### src/rtl/tv_pkg.sv
`default_nettype none
// ============================================================================
//  Module      : tv_pkg
//  Description : Shared types and constants for the test-vector sequencer:
//                FSM state enum, error counter width, address-width helper.
//  Revision    : 1.0 - initial release
// ============================================================================
package tv_pkg;

  // Width of the saturating mismatch counter
  localparam int TV_ERR_W = 32;

  // Sequencer states; ST_ prefix keeps ST_SETTLE clear of the SETTLE parameter
  typedef enum logic [2:0] {
    ST_IDLE   = 3'd0,
    ST_FETCH  = 3'd1,
    ST_APPLY  = 3'd2,
    ST_SETTLE = 3'd3,
    ST_CHECK  = 3'd4,
    ST_DONE   = 3'd5
  } tv_state_t;

  // Vector address width; a single-vector memory still gets a 1-bit address
  function automatic int tv_addr_w(input int depth);
    return (depth > 1) ? $clog2(depth) : 1;
  endfunction

endpackage
`default_nettype wire

### src/rtl/tv_sequencer_if.sv
`default_nettype none
// ============================================================================
//  Module      : tv_sequencer_if
//  Description : Bundle between the sequencer, its vector memory, the DUT
//                under test and the controlling logic. The master modport is
//                the sequencer side; slave is the environment side.
//  Revision    : 1.0 - initial release
// ============================================================================
interface tv_sequencer_if #(
  parameter int IN_W  = 8,
  parameter int OUT_W = 8,
  parameter int DEPTH = 16
);
  import tv_pkg::*;

  localparam int AW = tv_addr_w(DEPTH);

  logic                    start;
  logic [AW-1:0]           tv_addr;
  logic [IN_W+OUT_W-1:0]   tv_rdata;
  logic [IN_W-1:0]         dut_in;
  logic [OUT_W-1:0]        dut_out;
  logic                    busy;
  logic                    done;
  logic                    pass;
  logic [TV_ERR_W-1:0]     error_count;
  logic [AW-1:0]           first_fail_idx;

  modport master (
    input  start, tv_rdata, dut_out,
    output tv_addr, dut_in, busy, done, pass, error_count, first_fail_idx
  );

  modport slave (
    output start, tv_rdata, dut_out,
    input  tv_addr, dut_in, busy, done, pass, error_count, first_fail_idx
  );

endinterface
`default_nettype wire

### src/rtl/tv_settle_timer.sv
`default_nettype none
// ============================================================================
//  Module      : tv_settle_timer
//  Description : Loadable down-counter timing the settle window. load presets
//                SETTLE-1; dec counts down to zero and holds there.
//  Revision    : 1.0 - initial release
// ============================================================================
module tv_settle_timer #(
  parameter int SETTLE = 2
) (
  input  wire logic clk,
  input  wire logic reset,
  input  wire logic load,
  input  wire logic dec,
  output logic      zero
);

  localparam int            CW       = $clog2(SETTLE + 1);
  localparam logic [CW-1:0] LOAD_VAL = CW'(SETTLE - 1);

  logic [CW-1:0] count;

  // Preset on load, otherwise count down and stop at zero
  always_ff @(posedge clk or posedge reset) begin
    if (reset) begin
      count <= '0;
    end else if (load) begin
      count <= LOAD_VAL;
    end else if (dec && (count != '0)) begin
      count <= count - CW'(1);
    end
  end

  assign zero = (count == '0);

endmodule
`default_nettype wire

### src/rtl/tv_sequencer.sv
`default_nettype none
// ============================================================================
//  Module      : tv_sequencer
//  Description : Steps through DEPTH {input, expected} vectors, applies the
//                input half to a DUT, waits SETTLE cycles, compares the DUT
//                response with the expected half and counts mismatches.
//                Optional macro TV_STOP_ON_FAIL_EN ends the pass at the first
//                mismatch instead of running every vector.
//  Revision    : 1.0 - initial release
// ============================================================================
module tv_sequencer
  import tv_pkg::*;
#(
  parameter int IN_W   = 8,
  parameter int OUT_W  = 8,
  parameter int DEPTH  = 16,
  parameter int SETTLE = 2
) (
  input  wire logic      clk,
  input  wire logic      reset,
  tv_sequencer_if.master bus
);

  localparam int            AW       = tv_addr_w(DEPTH);
  localparam logic [AW-1:0] LAST_IDX = AW'(DEPTH - 1);

  tv_state_t             state;
  tv_state_t             state_nx;
  logic [AW-1:0]         idx;
  logic [IN_W-1:0]       dut_in_q;
  logic [OUT_W-1:0]      expected;
  logic [TV_ERR_W-1:0]   err_cnt;
  logic [AW-1:0]         first_fail;
  logic                  timer_zero;
  logic                  mismatch;
  logic                  last_vec;
  logic                  accept_start;

  assign mismatch     = (state == ST_CHECK) && (bus.dut_out != expected);
  assign last_vec     = (idx == LAST_IDX);
  assign accept_start = bus.start && ((state == ST_IDLE) || (state == ST_DONE));

  tv_settle_timer #(
    .SETTLE (SETTLE)
  ) u_settle_timer (
    .clk   (clk),
    .reset (reset),
    .load  (state == ST_APPLY),
    .dec   (state == ST_SETTLE),
    .zero  (timer_zero)
  );

  // State register
  always_ff @(posedge clk or posedge reset) begin
    if (reset) begin
      state <= ST_IDLE;
    end else begin
      state <= state_nx;
    end
  end

  // Next-state decode
  always_comb begin
    state_nx = state;
    case (state)
      ST_IDLE:   if (bus.start) state_nx = ST_FETCH;
      ST_FETCH:  state_nx = ST_APPLY;
      ST_APPLY:  state_nx = ST_SETTLE;
      ST_SETTLE: if (timer_zero) state_nx = ST_CHECK;
      ST_CHECK: begin
`ifdef TV_STOP_ON_FAIL_EN
        if (mismatch || last_vec) state_nx = ST_DONE;
        else                      state_nx = ST_FETCH;
`else
        if (last_vec) state_nx = ST_DONE;
        else          state_nx = ST_FETCH;
`endif
      end
      ST_DONE:   if (bus.start) state_nx = ST_FETCH;
      default:   state_nx = ST_IDLE;
    endcase
  end

  // Vector index, stimulus/expected capture and mismatch bookkeeping
  always_ff @(posedge clk or posedge reset) begin
    if (reset) begin
      idx        <= '0;
      dut_in_q   <= '0;
      expected   <= '0;
      err_cnt    <= '0;
      first_fail <= '0;
    end else if (accept_start) begin
      idx        <= '0;
      err_cnt    <= '0;
      first_fail <= '0;
    end else begin
      case (state)
        ST_APPLY: begin
          dut_in_q <= bus.tv_rdata[IN_W+OUT_W-1:OUT_W];
          expected <= bus.tv_rdata[OUT_W-1:0];
        end
        ST_CHECK: begin
          if (mismatch) begin
            if (err_cnt != '1) err_cnt <= err_cnt + TV_ERR_W'(1);
            if (err_cnt == '0) first_fail <= idx;
          end
          // idx only advances toward another vector; it never wraps here
          if (state_nx == ST_FETCH) idx <= idx + AW'(1);
        end
        default: ;
      endcase
    end
  end

  assign bus.tv_addr        = idx;
  assign bus.dut_in         = dut_in_q;
  assign bus.busy           = (state == ST_FETCH) || (state == ST_APPLY) ||
                              (state == ST_SETTLE) || (state == ST_CHECK);
  assign bus.done           = (state == ST_DONE);
  assign bus.pass           = (state == ST_DONE) && (err_cnt == '0);
  assign bus.error_count    = err_cnt;
  assign bus.first_fail_idx = first_fail;

endmodule
`default_nettype wire

### src/flat_wrapper.sv
// flat-port wrapper written by rule: the top's interface ports become plain ports
module tv_sequencer_flat import tv_pkg::*;
#(
  parameter int IN_W   = 8,
  parameter int OUT_W  = 8,
  parameter int DEPTH  = 16,
  parameter int SETTLE = 2
)
  (clk, reset, bus_start, bus_tv_rdata, bus_dut_out, bus_tv_addr, bus_dut_in, bus_busy, bus_done, bus_pass, bus_error_count, bus_first_fail_idx);
  tv_sequencer_if #(.IN_W(IN_W), .OUT_W(OUT_W), .DEPTH(DEPTH)) bus_i ();
  input  wire logic clk;
  input  wire logic reset;
  input wire logic [$bits(bus_i.start)-1:0] bus_start;
  input wire logic [$bits(bus_i.tv_rdata)-1:0] bus_tv_rdata;
  input wire logic [$bits(bus_i.dut_out)-1:0] bus_dut_out;
  output wire logic [$bits(bus_i.tv_addr)-1:0] bus_tv_addr;
  output wire logic [$bits(bus_i.dut_in)-1:0] bus_dut_in;
  output wire logic [$bits(bus_i.busy)-1:0] bus_busy;
  output wire logic [$bits(bus_i.done)-1:0] bus_done;
  output wire logic [$bits(bus_i.pass)-1:0] bus_pass;
  output wire logic [$bits(bus_i.error_count)-1:0] bus_error_count;
  output wire logic [$bits(bus_i.first_fail_idx)-1:0] bus_first_fail_idx;
  assign bus_i.start = bus_start;
  assign bus_i.tv_rdata = bus_tv_rdata;
  assign bus_i.dut_out = bus_dut_out;
  assign bus_tv_addr = bus_i.tv_addr;
  assign bus_dut_in = bus_i.dut_in;
  assign bus_busy = bus_i.busy;
  assign bus_done = bus_i.done;
  assign bus_pass = bus_i.pass;
  assign bus_error_count = bus_i.error_count;
  assign bus_first_fail_idx = bus_i.first_fail_idx;
  tv_sequencer #(.IN_W(IN_W), .OUT_W(OUT_W), .DEPTH(DEPTH), .SETTLE(SETTLE)) u_core (.clk(clk), .reset(reset), .bus(bus_i));
endmodule
### config.mk
export PLATFORM = sky130hd
export DESIGN_NAME = tv_sequencer_flat
export DESIGN_NICKNAME = d
export VERILOG_FILES = /design/src/rtl/tv_pkg.sv /design/src/rtl/tv_sequencer_if.sv /design/src/rtl/tv_settle_timer.sv /design/src/rtl/tv_sequencer.sv /design/src/flat_wrapper.sv
export SDC_FILE = /design/constraint.sdc
export NUM_CORES = 1
export LEC_CHECK = 0
export ABC_AREA = 1
export ABC_CLOCK_PERIOD_IN_PS = 2400
export CORE_MARGIN = 5
export CORE_UTILIZATION = 52
export CTS_CLUSTER_SIZE = 20
export DETAILED_ROUTE_END_ITERATION = 8
export GPL_TIMING_DRIVEN = 0
export PLACE_DENSITY = 0.8
export SYNTH_ARGS = -nofsm -noshare
export SYNTH_HDL_FRONTEND = slang
export SYNTH_SLANG_ARGS = --single-unit
export TNS_END_PERCENT = 1
### constraint.sdc
create_clock -name clk -period 2.4 [get_ports clk]
set_clock_uncertainty 0.2 [all_clocks]
set_input_delay 0.48 -clock clk [delete_from_list [all_inputs] [get_ports clk]]
set_output_delay 0.48 -clock clk [all_outputs]
set_load 0.01 [all_outputs]
# Yosys cells after proc, flatten, opt, wreduce, memory -nomap -nowiden
# Index checks and enable logic that the tools add are counted.
[word_totals] ff_bits=61
[op_classes] n_addsub=3 eq_ne=9 mux=17 bitwise=1 reduce_logical=23
[op_table] op="$mux 32" count=4
[op_table] op="$add 32x1->32 const B" count=1
[op_table] op="$logic_not 32->1" count=1
[op_table] op="$ne 32x32->1 const B" count=1
[op_table] op="$mux 4" count=7
[op_table] op="$pmux 3 s5" count=1
[op_table] op="$reduce_bool 2->1" count=7
[op_table] op="$mux 3" count=3
[op_table] op="$ne 8x8->1" count=1
[op_table] op="$eq 3x1->1 const B" count=2
[op_table] op="$eq 3x2->1 const B" count=2
[op_table] op="$eq 3x3->1 const B" count=2
[op_table] op="$reduce_and 3->1" count=2
[op_table] op="$add 4x1->4 const B" count=1
[op_table] op="$eq 4x4->1 const B" count=1
[op_table] op="$logic_and 1x1->1" count=4
[op_table] op="$logic_or 1x1->1" count=4
[op_table] op="$mux 2" count=2
[op_table] op="$reduce_and 2->1" count=2
[op_table] op="$logic_not 3->1" count=1
[op_table] op="$logic_not 2->1" count=1
[op_table] op="$reduce_or 2->1" count=1
[op_table] op="$sub 2x1->2 const B" count=1
[op_table] op="$not 1->1" count=1

# Depth between registers and ports, before layout
# Gate-level depths: netlist of run 1.
[depth] depth_word=7 depth_mapped=11 mapped_depth_nobuf=11

# By module
# Synthesis of run 1 repeated with hierarchy kept, for this count alone.
[hier_totals] cells_unflattened=646 hier_area_um2=4187.8
[by_module_without_submodules] mod="tv_sequencer" n_inst=1 cells_per_inst=628 area_each_um2=4063.9 seq_area_each_um2=1476.4
[by_module_without_submodules] mod="tv_settle_timer" n_inst=1 cells_per_inst=18 area_each_um2=123.9 seq_area_each_um2=50.0

# Worst setup path before layout of run 1
# OpenSTA, ideal clock, no wires.
[synth_path] path_type="flip-flop to flip-flop" from="reg u_core.err_cnt[0], in the netlist u_core.bus.error_count[0]" to="reg u_core.err_cnt[17], in the netlist u_core.bus.error_count[17]" setup_ps=117 arrival_ps=1651 required_time_ps=2083 slack_ps=433 stages_incl_launch_ff=12 n_path_buf=1 synth_period_minus_slack_ps=1967 path_cell_list="dfrtp_1 -> ha_1 -> nand2_1 -> nor2_2 -> nand2_2 -> nor2_4 -> nand2_2 -> nand3_4 -> nand2_4 -> buf_6 -> nand2_1 -> nand2_1"
[synth_via] elab_chain_len=5 word_cells_on_any_way=8 classes_between="1 x add/sub; 1 x eq/ne; 4 x mux; 2 x reduce/logical"
[synth_rtl] item="start: declaration" line_no="tv_sequencer.sv:32" rtl="logic [TV_ERR_W-1:0] err_cnt;"
[synth_rtl] item="start signal: assignment" line_no="tv_sequencer.sv:104" rtl="if (err_cnt != '1) err_cnt <= err_cnt + TV_ERR_W'(1);"
[synth_rtl] item="$add 32x1->32" line_no="tv_sequencer.sv:104"
[synth_rtl] item="$mux 32" line_no="tv_sequencer.sv:104"
[synth_rtl] item="$mux 32" line_no="tv_sequencer.sv:103" rtl="if (mismatch) begin"
[synth_rtl] item="$mux 32" line_no="tv_sequencer.sv:97" rtl="case (state)"
[synth_rtl] item="$mux 32" line_no="tv_sequencer.sv:92" rtl="end else if (accept_start) begin"
# Several ways; a longest one is shown, not always the timed one. The select of a mux whose other input is x is not followed.
# A chain may end at the register's enable or synchronous reset.

# Worst setup path in the final report of run 1
[layout_path] from="reg u_core.err_cnt[0], in the netlist u_core.bus.error_count[0]" to="out bus_pass"
[layout_via] elab_chain_len=2
[layout_rtl] item="$logic_not 32->1" line_no="tv_sequencer.sv:120" rtl="assign bus.pass = (state == ST_DONE) && (err_cnt == '0);"
[layout_rtl] item="$logic_and 1x1->1" line_no="tv_sequencer.sv:120"
[layout_rtl] item="end: declaration" line_no="flat_wrapper.sv:20" rtl="output wire logic [$bits(bus_i.pass)-1:0] bus_pass;"
# Every way passes these cells.

==> flow_metrics.py, run 1 <==
metrics = {
    "placement": {
        "port-buffer-count": 77,
        "pre_cts_ws_ns": -0.1653,
        "hpwl_um": 8753,
        "place_congestion": 0.9648,
    },
    "logic_synthesis": {
        "synth_cell_types": 26,
        "synth_area_leaders": "dfrtp_1 39%, nand2_1 24%, nor2_1 9.8%",
        "ys_seq_area_frac": 0.3898,
        "syn_inst": 604,
        "netlist_area_mm2": 0.003916,
        "yosysWarningCount": 0,
        "ys_ff_latch": 61,
        "synth_area_leader_cell": "dfrtp_1",
        "syn_area_per_cell_um2": 6.484,
        "synthesis.nets": 635,
        "yosys.area.top_type_share": 0.3898,
    },
    "floorplan": {
        "floorplan.rows": 31,
        "start_util": 0.5371,
        "design.die.area_mm2": 0.009366,
        "io_pins": 78,
        "die_w_um": 96.78,
        "coreArea_mm2": 0.007292,
        "die_h_um": 96.78,
    },
    "global_routing": {
        "grt_first_pass_wirelength_um": 19060,
        "grt_max_degree": 35,
        "antenna_found_initial": 0,
        "grtUsageTotal": 0.2479,
        "grt_overflow": 0,
        "grt_pass1_vias": 3919,
    },
    "timing": {
        "slew_headroom": 0.4932,
        "clock.fmax_ghz": 0.4258,
        "fin_crit_ns": 2.348,
        "setup-violations-final": 0,
        "final.setup.worst_slack_ns": 0.05173,
        "slew_viol_final": 0,
        "period_share": 0.9784,
        "hold_violations": 0,
        "rsz0062_at_grt": "yes",
        "tns_ns": 0,
        "worstMarginPinSlew_ns": 0.7591,
    },
    "routing": {
        "drtPass1Iterations": 5,
        "post_drt_via_cell_ratio": 5.135,
        "drc": 0,
        "ant_nets": 0,
        "wl_per_cell_um": 14.16,
        "routed_wl_um": 11360,
        "vias": 4118,
        "drt_iter0_markers": 244,
    },
    "power_and_ir_drop": {
        "p_clk_frac": 0.225,
        "ir_drop_mv": 0.6510,
        "p_comb_frac": 0.432,
        "powerDensity_mw_per_mm2": 824.5,
        "p_int_w": 0.002449,
        "p_sw_w": 0.001740,
        "swShare": 0.4154,
        "p_leak_nw": 2.426,
        "p_seq_frac": 0.343,
    },
    "critical_path": {
        "worstSetupStartpointType": "flop",
        "arrival_ns": 1.67,
        "end_kind": "primary output",
        "cp_max_fo": 3,
        "critical_path_required_ns": 1.72,
        "path_class": "reg2out",
    },
    "finish": {
        "drive_gt1_frac": 0.07539,
        "n_fill_cell": 653,
        "mostFrequentLayoutCell": "nand2_1",
        "layout_common_cells": "248 x nand2_1, 102 x nor2_1, 74 x clkdlybuf4s50_1",
        "antennaDiodeCount": 0,
        "fin_nets": 729,
        "area_growth_pct": 29.71,
    },
    "cts": {
        "clkLatencyLatePin_ns": 0.35,
        "clkSlewWorstSetupHoldPaths_ns": 0.08,
        "cts_tree": "done",
        "root_buffer": "clkbuf_8",
        "htree_levels": 3,
        "cts_buffers": 9,
        "cts.sinks": 61,
        "clockBufferDepth": 2,
    },
    "flow_run": {
        "cap_violations": 0,
    },
    "hold_path": {
        "holdCritPathClass": "reg2reg",
    },
    "outcome": {
        "status": "finished clean",
    },
}
## layer usage
metal / track usage / wire length, um
met3: 0.06187 / 873
met4: 0.09719 / 218
met2: 0.4039 / 5452
met1: 0.3157 / 4813
met5: 0 / 0
## critical path, cell delays in order (launching register included)
cell     delay (ns)
dfrtp_2        0.43
inv_2          0.09
ha_1           0.19
nand3_1        0.08
nor2_1         0.10
nand2_1        0.09
nor3_2         0.18
buf_2          0.16
## registers in the layout, summed over array words and instances, names as in the netlist
register and flops:
u_core.u_settle_timer.count 2, u_core.bus.error_count 32, u_core.bus.dut_in 8, u_core.bus.tv_addr 4, u_core.bus.first_fail_idx 4, u_core.expected 8, u_core.state 3
## worst paths after layout
check	from	depth (start not counted)	slack, ns	endpoint
max reg2reg	u_core.bus.error_count[0]	12	0.12	u_core.bus.error_count[20]
min in group asynchronous	reset	2	0.39	u_core.expected[3]
max	u_core.bus.error_count[0]	7	0.05	bus_pass
min	u_core.bus.dut_in[1]	2	0.27	u_core.bus.dut_in[1]
max in group asynchronous	reset	3	0.98	u_core.state[0]
min reg2reg	u_core.bus.dut_in[1]	2	0.27	u_core.bus.dut_in[1]
## area by class of cell
class	instances	area, um^2	share of cell area
Multi-Input combinational cell	472	2091	0.4116
Sequential cell	61	1530	0.3012
Timing Repair Buffer	83	824.5	0.1623
Inverter	55	206.4	0.04064
Clock buffer	9	123.9	0.02438
Tap cell	99	123.9	0.02438
Buffer	16	105.1	0.02069
Clock inverter	7	75.07	0.01478
## kinds of logic after synthesis
kind of cell,count (synthesis),share of synthesized area
AO/OA/AOI/OAI,15,0.01917
XOR/XNOR,18,0.04026
AND/OR/NAND/NOR,435,0.4585
flip-flops,61,0.3898
adder cells (fa/ha/maj),4,0.01278
buffers and inverters,71,0.07955
## power by group through the flow
stage / Combinational [W] / Clock, W / Sequential, W
2_1_floorplan: 0.00105 / 0 / 0.00148
3_3_place_gp: 0.00169 / 0 / 0.00145
3_5_place_dp: 0.00175 / 0 / 0.00146
4_1_cts: 0.00181 / 0.000948 / 0.00144
5_1_grt: 0.00201 / 0.000993 / 0.00147
6_report: 0.00181 / 0.000943 / 0.00144
## Yosys cell counts, drive strengths merged
| cell type | instances |
|---|---|
| dfrtp | 61 |
| or2 | 2 |
| ha | 4 |
| and2 | 1 |
| xnor2 | 6 |
| nand3 | 71 |
| inv | 55 |
| nor3 | 4 |
| clkbuf | 6 |
| a21oi | 1 |
| nor2 | 105 |
| xor2 | 12 |
| buf | 10 |
| nand2 | 252 |
| o21ai | 14 |
## through the flow
step / instance area (um^2) / instances / utilization / hold slack, ns / power, W
global route: 5080 / 802 / 0.6966 / 0.3123 / 0.004475
CTS: 5061 / 801 / 0.6941 / 0.2771 / 0.004188
floorplan: 3916 / 604 / - / 0.2530 / 0.002530
detailed placement: 4831 / 781 / 0.6625 / 0.2594 / 0.003211
finish: 5080 / 802 / 0.6966 / 0.2744 / 0.004189
global placement: 4811 / 780 / 0.6597 / 0.2538 / 0.003145
## what timing repair did
item,CTS,global route
resized for setup,9,4
hold buffers,0,0
setup endpoints to repair,3,33
buffers inserted,4,1
pin swaps,1,0
Power figures use the tool's default switching activity.
==> run 2, diff against run 1 <==
RECOVER_POWER = 50   (was default)
==> run 2 against run 1 <==
Effect of this change: sequential share of layout area grew 0.074 points; routed wire length is 0.33% higher; die area unchanged; combinational power decreased by 2%; critical endpoint unchanged; critical path depth stayed put; critical path type unchanged; largest cell class unchanged.
==> flow_metrics.py, run 2 (synthesis gave the netlist of run 1 again) <==
metrics = {
    "outcome": {
        "status": "finished clean",
    },
    "finish": {
        "largest_reg_flops": 32,
        "register_area_mm2": 0.001530,
        "n_fill_cell": 656,
        "area_growth_pct": 29.39,
        "fin_nets": 729,
        "layout_common_cells": "248 x nand2_1, 102 x nor2_1, 70 x nand3_1",
        "post-route-util": 0.6949,
        "multi_input_area_mm2": 0.002091,
        "drive_gt1_frac": 0.07255,
        "mostFrequentLayoutCell": "nand2_1",
        "antennaDiodeCount": 0,
    },
    "power_and_ir_drop": {
        "ir_drop_mv": 0.6491,
        "total_power_w": 0.004147,
        "p_leak_nw": 2.438,
        "powerDensity_mw_per_mm2": 818.5,
    },
    "floorplan": {
        "design.die.area_mm2": 0.009366,
        "coreArea_mm2": 0.007292,
        "start_util": 0.5371,
        "io_pins": 78,
        "die_w_um": 96.78,
        "die_h_um": 96.78,
        "floorplan.rows": 31,
    },
    "global_routing": {
        "grt_first_pass_wirelength_um": 19060,
        "grt_max_degree": 35,
        "grtUsageMet3": 0.06187,
        "antenna_found_initial": 0,
        "grtUsageTotal": 0.2479,
        "use_met2": 0.4039,
        "grt_pass1_vias": 3919,
        "met1_usage": 0.3157,
        "grt_overflow": 0,
        "busiest_layer": "met2",
    },
    "timing": {
        "slew_viol_final": 0,
        "setup-violations-final": 0,
        "slew_headroom": 0.1068,
        "clock.fmax_ghz": 0.4262,
        "final.setup.worst_slack_ns": 0.05346,
        "hold_violations": 0,
        "tns_ns": 0,
        "fin_crit_ns": 2.347,
        "rsz0062_at_grt": "yes",
        "hold_ws_ns": 0.2687,
        "period_share": 0.9777,
        "worstMarginPinSlew_ns": 1.338,
    },
    "routing": {
        "vias": 4139,
        "drc": 0,
        "routed_wl_um": 11390,
        "post_drt_via_cell_ratio": 5.161,
        "ant_nets": 0,
        "drtPass1Iterations": 7,
        "drt_iter0_markers": 271,
        "wl_per_cell_um": 14.21,
    },
    "cts": {
        "cts_tree": "done",
        "clkSlewWorstSetupHoldPaths_ns": 0.07,
        "clockBufferDepth": 2,
        "htree_levels": 3,
        "cts.sinks": 61,
        "cts_buffers": 9,
        "root_buffer": "clkbuf_8",
        "clkLatencyLatePin_ns": 0.35,
    },
    "placement": {
        "hpwl_um": 8753,
        "port-buffer-count": 77,
        "place_congestion": 0.9648,
        "pre_cts_ws_ns": -0.1653,
    },
    "hold_path": {
        "min_to": "u_core.bus.dut_in[1]",
        "holdCritPathClass": "reg2reg",
        "whs_path_depth": 2,
        "hp-start": "u_core.bus.dut_in[1]",
    },
    "critical_path": {
        "arrival_ns": 1.67,
        "worstSetupStartpointType": "flop",
        "r2r_start": "u_core.bus.error_count[0]",
        "critical_path_required_ns": 1.72,
        "r2r-end": "u_core.bus.error_count[20]",
        "end_kind": "primary output",
        "path_class": "reg2out",
        "r2r_slack_ns": 0.12,
        "worstRegToRegCells": 12,
        "cp_max_fo": 3,
    },
    "flow_run": {
        "cap_violations": 0,
    },
}
run 2: changes by cell type in the layout (fill, tap and decap cells not counted):
cell | before | now
o21ai_1 | 1 | 0
clkbuf_1 | 6 | 7
buf_12 | 1 | 0
inv_1 | 50 | 51
dlygate4sd3_1 | 0 | 11
buf_4 | 8 | 7
inv_2 | 5 | 4
buf_6 | 4 | 5
clkdlybuf4s50_1 | 74 | 63
o21ai_0 | 13 | 14
run 2: power breakdown:
part	internal, W	switching (W)
registers	0.00126	0.000177
logic	0.000673	0.00110
clock network	0.000482	0.000458
total	0.00241	0.00173
run 2: final cells by class:
cell class,count,share of cell area
multi-input combinational,472,0.4126
sequential,61,0.3020
timing repair buffer,83,0.1602
inverter,55,0.04074
clock buffer,9,0.02444
tap,99,0.02444
buffer,16,0.02074
clock inverter,7,0.01481
run 2: metrics by stage:
step | instance area [um^2] | std cells
2_1_floorplan | 3916 | 604
3_3_place_gp | 4811 | 780
3_5_place_dp | 4831 | 781
4_1_cts | 5061 | 801
5_1_grt | 5067 | 802
6_report | 5067 | 802
run 2: worst max path at each step:
stage	startpoint	depth (start not counted)	slack [ns]	end
finish	u_core.bus.error_count[0]	7	0.05	bus_pass
global route	u_core.bus.error_count[1]	7	-0.07	bus_pass
detailed placement	u_core.bus.error_count[0]	7	-0.17	bus_pass
floorplan	reset	1	0.21	u_core.bus.dut_in[0]
global placement	reset	2	-0.88	u_core.bus.error_count[6]
CTS	u_core.bus.error_count[0]	12	0.02	u_core.bus.error_count[20]
run 2: worst max-delay path, cell delays in order, from the launching register on:
cell	delay, ns
dfrtp_2	0.43
inv_2	0.09
ha_1	0.19
nand3_1	0.09
nor2_1	0.10
nand2_1	0.09
nor3_2	0.18
buf_2	0.16
run 2: timing repair:
action	CTS	global route
gates resized for setup	9	4
hold buffers	0	0
setup endpoints to repair	3	33
pin swaps	1	0
buffers inserted	4	1
run 2: routing by layer:
| metal | part of all wire | routed length, um | vias to the layer above |
|---|---|---|---|
| li1 | - | - | 2049 |
| met1 | 0.42 | 4813 | 1891 |
| met2 | 0.47 | 5408 | 175 |
| met3 | 0.079 | 897 | 24 |
| met4 | 0.024 | 275 | 0 |
| met5 | 0 | 0 | - |
==> run 3, diff against run 2 <==
GPL_TIMING_DRIVEN = default   (was 0)
==> run 3 against run 2 <==
Effect of this change: the run now ends with capacitance limit, slew limit left; routed wire length shrank 1.3%; utilization rose by 2.1 points; sequential power about the same; via count is 1.4% higher; non-clock buffer count up 22; critical path depth fell by 3; first-iteration DRC count is 27% lower; critical endpoint is now bus_done.
==> flow_metrics.py, run 3 (synthesis gave the netlist of run 1 again) <==
metrics = {
    "finish": {
        "mostFrequentLayoutCell": "nand2_1",
        "drive_gt1_frac": 0.1008,
        "largest_reg_flops": 32,
        "area_growth_pct": 33.26,
        "layout_common_cells": "248 x nand2_1, 101 x nor2_1, 72 x clkdlybuf4s50_1",
        "fin_nets": 751,
        "n_fill_cell": 656,
        "antennaDiodeCount": 0,
        "final_cell_area_mm2": 0.005219,
    },
    "placement": {
        "hpwl_um": 8697,
        "port-buffer-count": 77,
        "place_congestion": 0.9886,
        "placed_cell_area_mm2": 0.005054,
    },
    "floorplan": {
        "design.die.area_mm2": 0.009366,
        "die_w_um": 96.78,
        "io_pins": 78,
        "coreArea_mm2": 0.007292,
        "start_util": 0.5371,
        "floorplan.rows": 31,
        "die_h_um": 96.78,
    },
    "timing": {
        "slew_viol_final": 35,
        "setup-violations-final": 0,
        "hold_violations": 0,
        "slew_headroom": -0.0005297,
        "rsz0062_at_grt": "no",
        "tns_ns": 0,
        "fin_crit_ns": 2.351,
        "clock.fmax_ghz": 0.4253,
        "period_share": 0.9797,
        "worstMarginPinSlew_ns": 1.501,
    },
    "global_routing": {
        "grtUsageTotal": 0.2454,
        "grt_first_pass_wirelength_um": 19110,
        "grt_pass1_vias": 4172,
        "grt_overflow": 0,
        "grt_max_degree": 62,
        "antenna_found_initial": 0,
    },
    "hold_path": {
        "min_to": "u_core.bus.dut_in[6]",
        "hp-start": "u_core.bus.dut_in[6]",
        "whs_path_depth": 2,
        "holdCritPathClass": "reg2reg",
    },
    "outcome": {
        "status": "finished with violations",
        "failed_checks": "capacitance limit, slew limit",
    },
    "critical_path": {
        "end_kind": "primary output",
        "r2r_slack_ns": 0.23,
        "critPathSlowestCell": "clkdlybuf4s50_1",
        "worstPathCellList": "inv_2 > nand2_1 > nor2_2 > clkdlybuf4s50_1",
        "path_class": "reg2out",
        "arrival_ns": 1.67,
        "cpPeakStageDelay_ns": 0.56,
        "r2r_start": "u_core.state[0]",
        "r2r-end": "u_core.bus.dut_in[5]",
        "worstRegToRegCells": 5,
        "cp_max_fo": 3,
        "worstSetupStartpointType": "flop",
        "critical_path_required_ns": 1.72,
    },
    "cts": {
        "cts-hold-fix-buffers": 0,
        "cts_buffers": 9,
        "clkSlewWorstSetupHoldPaths_ns": 0.07,
        "root_buffer": "clkbuf_8",
        "clockBufferDepth": 2,
        "cts_tree": "done",
        "cts.sinks": 61,
        "htree_levels": 3,
        "clkLatencyLatePin_ns": 0.35,
    },
    "routing": {
        "routed_wl_um": 11240,
        "drc": 0,
        "vias": 4195,
        "drtPass1Iterations": 5,
        "ant_nets": 0,
        "wl_per_cell_um": 13.66,
        "post_drt_via_cell_ratio": 5.097,
        "drt_iter0_markers": 198,
    },
    "power_and_ir_drop": {
        "p_leak_nw": 2.546,
        "ir_drop_mv": 0.6291,
        "powerDensity_mw_per_mm2": 769.2,
    },
    "flow_run": {
        "cap_violations": 1,
    },
}
[run 3: cell types whose count changed in the layout (fill, tap and decap cells not counted), moves of 3 or more]
cell / before / now
dfrtp_2: 3 / 0
buf_6: 5 / 0
dfrtp_1: 58 / 61
clkbuf_1: 7 / 3
clkdlybuf4s50_1: 63 / 72
dlygate4sd3_1: 11 / 3
buf_2: 4 / 0
buf_4: 7 / 41
[run 3: worst max path at each step]
stage / from / endpoint / slack (ns)
floorplan: reset / u_core.bus.dut_in[0] / 0.21
global placement: u_core.bus.error_count[0] / bus_pass / 0.05
detailed placement: bus_dut_out[1] / u_core.bus.error_count[27] / 0.04
CTS: u_core.bus.error_count[0] / bus_pass / 0.01
global route: u_core.state[1] / bus_done / 0.01
finish: u_core.state[1] / bus_done / 0.05
[run 3: metrics by stage]
stage          power, W  hold WS (ns)  std cells  setup WS (ns)  utilization
2_1_floorplan  0.002530        0.2530        604         0.2070            -
3_3_place_gp   0.003092        0.2531        808        0.05001       0.6930
3_5_place_dp   0.003170        0.2624        808        0.03910       0.6930
4_1_cts        0.004048        0.2803        823        0.01013       0.7184
5_1_grt        0.004305        0.3011        823        0.01362       0.7157
6_report       0.004014        0.2765        823        0.04879       0.7157
[run 3: worst max-delay path: cells and delay by family (launching register included)]
family	cells	cell delay [ns]
and+or+nand+nor	2	0.25
buffers and inverters	2	0.64
DFF	1	0.43
[run 3: report_power, final]
group	internal (W)	switching, W	total, W
combinational	0.000630	0.00109	0.00172
sequential	0.00126	0.000160	0.00142
clock	0.000468	0.000407	0.000876
[run 3: cell type report]
type                    instances  area, um^2  share of cell area
multi-input cells             472        2097              0.4018
flip-flops and latches         61        1526              0.2925
repair buffers                121        1085              0.2079
inverters                      55       206.4             0.03956
clock buffers                  10       127.6             0.02445
well taps                      99       123.9             0.02374
clock inverters                 5       52.55             0.01007
[run 3: metal layers]
layer  share of wire  up-vias  global-route usage
li1                -     2095                   -
met1            0.41     1941              0.2894
met2            0.49      139              0.4262
met3           0.072       20             0.06331
met4           0.022        0             0.09503
met5               0        -                   0
[run 3: timing repair]
item	in CTS	in global routing
setup endpoints to repair	3	31
buffers inserted	0	0
gates resized for setup	4	4
endpoints found under the hold margin	0	0
